File: src/rtl/pipe_gen.sv
// Scrolling pipe-column generator: blank spacing columns, then PIPE_W pipe columns with a random gap.
// Optional spawn counter enabled by defining PIPE_GEN_SCORE_EN.
module pipe_gen #(
  parameter int unsigned SCROLL_DIV = 25,
  parameter int unsigned SPACING    = 6,
  parameter int unsigned PIPE_W     = 2,
  parameter int unsigned GAP        = 4
) (
  input  logic        clk,
  input  logic        reset,
  input  logic        run,
  input  logic [9:0]  rnd,
  output logic [15:0] col_out,
  output logic        col_valid,
  output logic [3:0]  gap_top,
  output logic [7:0]  pipes_spawned
);

  localparam int unsigned DIV_W     = 10;
  localparam int unsigned CNT_W     = 4;
  localparam int unsigned ROWS      = 16;
  localparam int unsigned GAP_RANGE = 15 - GAP;

  typedef enum logic [1:0] {IDLE, SPACE, PIPE} state_t;

  state_t           state, state_nxt;
  logic [DIV_W-1:0] div, div_nxt;
  logic [CNT_W-1:0] col_cnt, cnt_nxt;
  logic [3:0]       gap_nxt;
  logic [15:0]      col_nxt;
  logic             valid_nxt;
  logic             spawn;
  logic [3:0]       rnd_lo;
  logic [3:0]       gap_new;
  logic             unused_rnd;

  assign unused_rnd = ^rnd[9:4];
  assign rnd_lo     = rnd[3:0];

  // Single conditional subtract is enough: rnd_lo < 2*GAP_RANGE for every legal GAP.
  always_comb begin
    if (rnd_lo >= 4'(GAP_RANGE)) gap_new = rnd_lo - 4'(GAP_RANGE) + 4'd1;
    else                         gap_new = rnd_lo + 4'd1;
  end

  function automatic logic [15:0] pipe_col(input logic [3:0] top);
    logic [4:0]  lo;
    logic [4:0]  hi;
    logic [15:0] col;
    lo = {1'b0, top};
    hi = lo + 5'(GAP);
    for (int r = 0; r < ROWS; r++) begin
      col[r] = !((5'(r) >= lo) && (5'(r) < hi));
    end
    return col;
  endfunction

  // Next-state, divider, column counter and registered-output values.
  always_comb begin
    state_nxt = state;
    div_nxt   = div;
    cnt_nxt   = col_cnt;
    gap_nxt   = gap_top;
    col_nxt   = col_out;
    valid_nxt = 1'b0;
    spawn     = 1'b0;
    if (run) begin
      case (state)
        IDLE: begin
          state_nxt = SPACE;
          div_nxt   = '0;
          cnt_nxt   = '0;
        end
        SPACE, PIPE: begin
          if (div == DIV_W'(SCROLL_DIV - 1)) begin
            div_nxt   = '0;
            valid_nxt = 1'b1;
            if (state == SPACE) begin
              if (col_cnt == CNT_W'(SPACING)) begin
                spawn     = 1'b1;
                gap_nxt   = gap_new;
                col_nxt   = pipe_col(gap_new);
                cnt_nxt   = '0;
                state_nxt = (PIPE_W > 1) ? PIPE : SPACE;
              end else begin
                col_nxt = '0;
                cnt_nxt = col_cnt + CNT_W'(1);
              end
            end else begin
              col_nxt = pipe_col(gap_top);
              if (col_cnt + CNT_W'(1) == CNT_W'(PIPE_W - 1)) begin
                state_nxt = SPACE;
                cnt_nxt   = '0;
              end else begin
                cnt_nxt = col_cnt + CNT_W'(1);
              end
            end
          end else begin
            div_nxt = div + DIV_W'(1);
          end
        end
        default: state_nxt = IDLE;
      endcase
    end
  end

  always_ff @(posedge clk) begin
    if (reset) begin
      state     <= IDLE;
      div       <= '0;
      col_cnt   <= '0;
      gap_top   <= '0;
      col_out   <= '0;
      col_valid <= 1'b0;
    end else begin
      state     <= state_nxt;
      div       <= div_nxt;
      col_cnt   <= cnt_nxt;
      gap_top   <= gap_nxt;
      col_out   <= col_nxt;
      col_valid <= valid_nxt;
    end
  end

`ifdef PIPE_GEN_SCORE_EN
  // Saturating count of pipe spawns.
  always_ff @(posedge clk) begin
    if (reset)                                pipes_spawned <= '0;
    else if (spawn && pipes_spawned != 8'hFF) pipes_spawned <= pipes_spawned + 8'd1;
  end
`else
  logic unused_spawn;
  assign unused_spawn  = spawn;
  assign pipes_spawned = 8'h00;
`endif

endmodule

File: config.mk
export PLATFORM = sky130hd
export DESIGN_NAME = pipe_gen
export DESIGN_NICKNAME = d
export VERILOG_FILES = /design/src/rtl/pipe_gen.sv
export SDC_FILE = /design/constraint.sdc
export NUM_CORES = 1
export LEC_CHECK = 0
export CAP_MARGIN = 25
export CELL_PAD_IN_SITES_DETAIL_PLACEMENT = 0
export CELL_PAD_IN_SITES_GLOBAL_PLACEMENT = 1
export CORE_MARGIN = 4
export CORE_UTILIZATION = 33
export CTS_BUF_LIST = sky130_fd_sc_hd__clkbuf_8
export CTS_CLUSTER_SIZE = 24
export DETAILED_ROUTE_END_ITERATION = 16
export PLACE_DENSITY_LB_ADDON = 0.1
export SLEW_MARGIN = 10
export SYNTH_ARGS = -nofsm -noshare
export SYNTH_HDL_FRONTEND = slang
export SYNTH_SLANG_ARGS = --single-unit
export TNS_END_PERCENT = 100
File: constraint.sdc
create_clock -name clk -period 8.39 [get_ports clk]
set_clock_uncertainty 0.15 [all_clocks]
set_input_delay 1.678 -clock clk [delete_from_list [all_inputs] [get_ports clk]]
set_output_delay 1.678 -clock clk [all_outputs]
set_load 0.005 [all_outputs]
Yosys cells after proc, flatten, opt, wreduce, memory -nomap -nowiden
Cells that the tools add are included.

storage, ports and cells
  output and inout port bits = 29
  register bits after elaboration = 37
  logic and storage cells = 173
  input bits = 13

cells by class
  bitwise logic cells = 2
  reduce and logical (&&, ||, !) cells = 71
  mux-type cells = 16
  add/subtract/negate cells = 7
  magnitude comparators = 63
  eq/ne operators = 8

operator list
  cell                                                               number
  < comparator 4 x 5 -> 1 bit (first input constant)                 16
  greater-or-equal comparator 4 bit (first input constant)           14
  < comparator 3 x 5 -> 1 bit (first input constant)                 8
  greater-or-equal comparator 3 x 4 -> 1 bit (first input constant)  8
  zero test 1 bit                                                    32
  2-to-1 mux 16 bit                                                  2
  logical AND 1 bit                                                  30
  < comparator 1 x 5 -> 1 bit (first input constant)                 4
  < comparator 2 x 5 -> 1 bit (first input constant)                 4
  2-to-1 mux 4 bit                                                   5
  case mux 10 bit (2 select lines)                                   1
  greater-or-equal comparator 1 x 4 -> 1 bit (first input constant)  4
  greater-or-equal comparator 2 x 4 -> 1 bit (first input constant)  4
  adder 4 x 1 -> 4 bit (second input constant)                       3
  adder 10 x 1 -> 10 bit (second input constant)                     1
  adder 4 x 3 -> 5 bit (second input constant)                       2
  == test 10 x 5 -> 1 bit (second input constant)                    1
  2-to-1 mux 10 bit                                                  1
  2-to-1 mux 2 bit                                                   4
  case mux 4 bit (2 select lines)                                    1
  inequality test 3 bit (second input constant)                      2
  AND reduction 3 bit                                                2
  AND reduction 5 bit                                                1
  == test 4 x 1 -> 1 bit (second input constant)                     1
  15 further kinds                                                   16

Longest topological paths before layout
  depth in word-level cells = 9
  mapped depth = 12
  mapped depth without buffers = 10

Worst setup path before layout
OpenSTA, ideal clock, no wires.

  path kind = input-to-reg
  start point = input rnd[2]
  end point = register col_out[14]
  data arrival time = 4009 ps
  buffers on the path = 2
  stages = 12
  slack = 4100 ps
  data required time = 8109 ps
  setup time = 131 ps
  cell sequence = clkbuf_1 > inv_1 > ha_1 > o2bb2ai_1 > nand2b_1 > clkbuf_1 > inv_1 > ha_1 > o22ai_1 > a221o_1 > a221oi_1 > o22ai_1

between the ends
  longest elaborated chain between the ends = 9
  elaborated cells between the ends (all ways) = 12
  classes of those cells = add/sub (4); order compare (3); mux (3); reduce/logical (2)

RTL lines
  element                      RTL line  source
  start, declared              12        input logic [9:0] rnd,
  subtractor 4 bit             42        if (rnd_lo >= 4'(GAP_RANGE)) gap_new = rnd_lo - 4'(GAP_RANGE) + 4'd1;
  adder 4 x 1 -> 4 bit         42
  2-to-1 mux 4 bit (*)         42
  net gap_new[2]               34        logic [3:0] gap_new;
  adder 4 x 3 -> 5 bit         51        hi = lo + 5'(GAP);
  < comparator 4 x 5 -> 1 bit  53        col[r] = !((5'(r) >= lo) && (5'(r) < hi));
  logical AND 1 bit (*)        53
  zero test 1 bit (*)          53
  2-to-1 mux 16 bit (*)        79        if (col_cnt == CNT_W'(SPACING)) begin
  2-to-1 mux 16 bit (*)        78        if (state == SPACE) begin
  end signal, assigned         120       col_out <= col_nxt;
  end, declared                13        output logic [15:0] col_out,

Mark *: on every way through the listed nets, which the timed path passes. The rest lies on a longest branch.
A chain may end at the register's enable or synchronous reset.

Final worst setup path
  start point = input rnd[0]
  end point = register col_out[14]

The elaborated chain is that of the path after synthesis.

==> metrics.csv <==
stage,metric,value,unit
cts,CTS buffer count,5,
cells_and_area,number of inserted diodes,0,
floorplan,number of core rows,33,
critical_path,crit-path max FO,17,
placement,DP Worst Slack,2880,ps
cells_and_area,area delta synth->final,15.70,%
global_route,largest net degree at the start of global routing,28,
cts,CTS tree,yes,
cts,CTS root buffer,clkbuf_8,
cells_and_area,layout cell share with drive strength beyond 1,6.183,%
yosys,simple-gate share of the synthesized area,24.07,%
yosys,Async SR Flop Fraction,0,%
critical_path,Worst Setup End Kind,register,
worst_hold_path,critical hold path startpoint,col_out[1],
global_route,total grt overflow,0,
cts,postcts setup bufs,0,
timing,final setup vio count,0,
pwr,Pwr Total,515.4,uW
critical_path,R2R Setup Slk,5390,ps
floorplan,die area,9961,um^2
timing,max frequency,190.4,MHz
cells_and_area,Layout fillers,878,
cts,CTS Buffer Depth,2,
critical_path,RR Startpoint,state[1],
timing,Rel. slew slack,48.66,%
timing,fin worst setup slack,3137,ps
worst_hold_path,Worst Hold Class,reg2reg,
critical_path,worst reg2reg endpoint,state[1],
cts,worst skew pair latency,300,ps
global_route,vias in the first global route,2468,
cts,CTS Hold Bufs,0,
yosys,Synth Area in XOR/XNOR,3.779,%
timing,final max-slew violation count,0,
yosys,largest family of logic cells by synthesized area,simple AND/OR/NAND/NOR gates,
status,status,completed,
yosys,"Seq/Total Area, Yosys",26.63,%
timing,final hold violations,0,
yosys,mux contribution to synthesized area,1.799,%
timing,Post-Route Setup TNS,0,ps
floorplan,IO Pins,42,
critical_path,critical path startpoint category,input pin,
floorplan,core footprint,8217,um^2
yosys,cell count after synthesis,356,
placement,number of I/O port buffers,27,
yosys,Synth Area in Compound Gates,23.93,%
timing,min Tclk post-route,5253,ps
critical_path,Critical Path AT,5260,ps
cells_and_area,final net count,409,
worst_hold_path,hold path depth,2,
detailed_routing,DR vias/cell,5.344,
critical_path,Worst Setup Path Type,in2reg,
flow_run,Max-Cap Viols,0,
detailed_routing,aggregate routed wire length,7661,um
floorplan,Chip Height,99.81,um
yosys,Post-synth EDFFs,0,
detailed_routing,post-DR wirelength/cell,16.06,um
global_route,first-pass GRT wire length,12750,um
pwr,P per Cell Area,160.2,nW/um^2
yosys,area share of fa/ha/maj cells after synthesis,11.25,%
cts,clock sinks,37,
critical_path,CP required,8400,ps
timing,hold slack,325.5,ps
timing,final worst-path cycle share,62.61,%
worst_hold_path,Worst Hold End,col_out[1],
cells_and_area,Seq. cell area,740.7,um^2
pwr,Static Leak,1.196,nW
yosys,Yosys warning count,0,
yosys,Post-Syn Area per Cell,7.813,um^2
timing,RSZ-0062 raised after global routing,no,
detailed_routing,post-route ant nets,0,
cells_and_area,multi-input logic area,1833,um^2
timing,Worst Max-Slew Pin Slew,748.7,ps
global_route,initial antenna violation count,0,
placement,RD Place Congestion,0.7985,
detailed_routing,via count,2549,
cts,clock-pin transition on the worst setup and hold timing paths,90,ps
placement,placed wire-length estimate,5487,um
yosys,Post-Syn Area,2781,um^2
floorplan,Initial Util,33.85,%
yosys,Cell variety after synth,58,
yosys,Seq cells post-synth,37,
detailed_routing,drt drc,0,
critical_path,R2R cell count,7,
detailed_routing,First DRT Iteration DRCs,122,
cts,Resized Gates After CTS,0,
global_route,GRT Total Usage,15.76,%
floorplan,Die X-Extent,99.81,um
pwr,VDD IR max,0.00007022,V
critical_path,beginning of the critical path,rnd[0],
detailed_routing,Pre-antenna DRT Iters,4,
yosys,dominant synthesized flop cell,dfxtp_1,
cts,H-tree Lvls,2,
## cell families (layout without fill, tap and decap cells)
| group | Yosys count | after routing |
|---|---|---|
| adder cells (fa/ha/maj) | 25 | 25 |
| other | 1 | 8 |
| multiplexers | 5 | 5 |
| AND/OR/NAND/NOR | 127 | 127 |
| flip-flops | 37 | 37 |
| AO/OA/AOI/OAI | 98 | 98 |
| buffers and inverters | 51 | 60 |
| XOR/XNOR | 12 | 12 |
## flip-flops by register name (all words and copies together), names as in the netlist
signal     count
col_cnt        4
col_out       16
col_valid      1
div           10
gap_top        4
state          2
## critical path: stages
cell	delay, ps
clkdlybuf4s50_1	830
ha_1	500
o2bb2ai_1	150
nand2b_1	370
inv_1	370
ha_1	320
o22ai_1	100
a221o_1	390
a221oi_1	410
o22ai_1	150
## cells in the final DEF, fill, tap and decap left out, types with 4 or more instances in the layout
cell type	Yosys	routed
dfxtp_1	37	37
nor2_1	32	32
a21oi_1	30	30
nand2_1	28	28
clkdlybuf4s50_1	0	27
ha_1	25	25
inv_1	22	22
nor3_1	14	14
o21ai_0	12	12
conb_1	1	8
nand3_1	7	7
nor2b_1	7	7
a31oi_1	7	7
a211oi_1	7	7
xor2_1	6	6
xnor2_1	6	6
nand2b_1	5	5
and3_1	5	5
mux2i_1	5	5
a221oi_1	5	5
clkbuf_8	0	5
or3_1	4	4
and2_1	4	4
nand4_1	4	4
a221o_1	4	4
o221ai_1	4	4
## per-stage QoR
stage / util (%) / area, um^2 / std cells
after floorplan: - / 2808 / 363
after CTS: 39.17 / 3218 / 477
after global placement: 37.49 / 3080 / 469
after detailed placement: 37.49 / 3080 / 469
final: 39.17 / 3218 / 477
after global routing: 39.17 / 3218 / 477
## area by class of cell
class | count | share of cell area, %
multi-input cells | 275 | 56.96
inverters | 22 | 2.566
clock buffers | 5 | 2.138
well taps | 105 | 4.082
clock inverters | 3 | 2.138
flip-flops and latches | 37 | 23.02
repair buffers | 30 | 9.098
## worst max path at each step
stage,end,slack (ps),cells after the start
global placement,col_out[14],2930,10
global route,col_out[8],2920,10
detailed placement,col_out[14],2880,10
floorplan,col_out[14],4100,12
finish,col_out[14],3140,10
CTS,col_out[14],3210,10
## report_power, final
group	switching, mW	total, mW	internal (mW)
sequential	0.00485	0.185	0.180
combinational	0.0886	0.134	0.0457
clock	0.0761	0.196	0.120
total	0.170	0.515	0.346
## cell usage after synthesis, drive strengths merged, types with 6 or more instances
library cell / instances / area share (%)
a211oi: 7 / 1.9
a21oi: 30 / 5.4
a31oi: 7 / 1.6
buf: 12 / 3.1
clkbuf: 17 / 2.3
dfxtp: 37 / 27
ha: 25 / 11
inv: 22 / 3.0
nand2: 28 / 3.8
nand3: 7 / 1.3
nor2: 33 / 4.7
nor2b: 7 / 1.6
nor3: 16 / 3.2
o21ai: 13 / 2.3
xnor2: 6 / 1.9
xor2: 6 / 1.9
## layer usage
metal  track usage, %  part of all wire (%)  vias up
met5                0                     0        -
met4            3.782                  0.59        0
met3            2.641                   3.3        4
met2            24.22                    44       47
met1            22.95                    52     1204
li1                 -                     -     1294
Note: power is estimated with default switching activity, not from simulation.
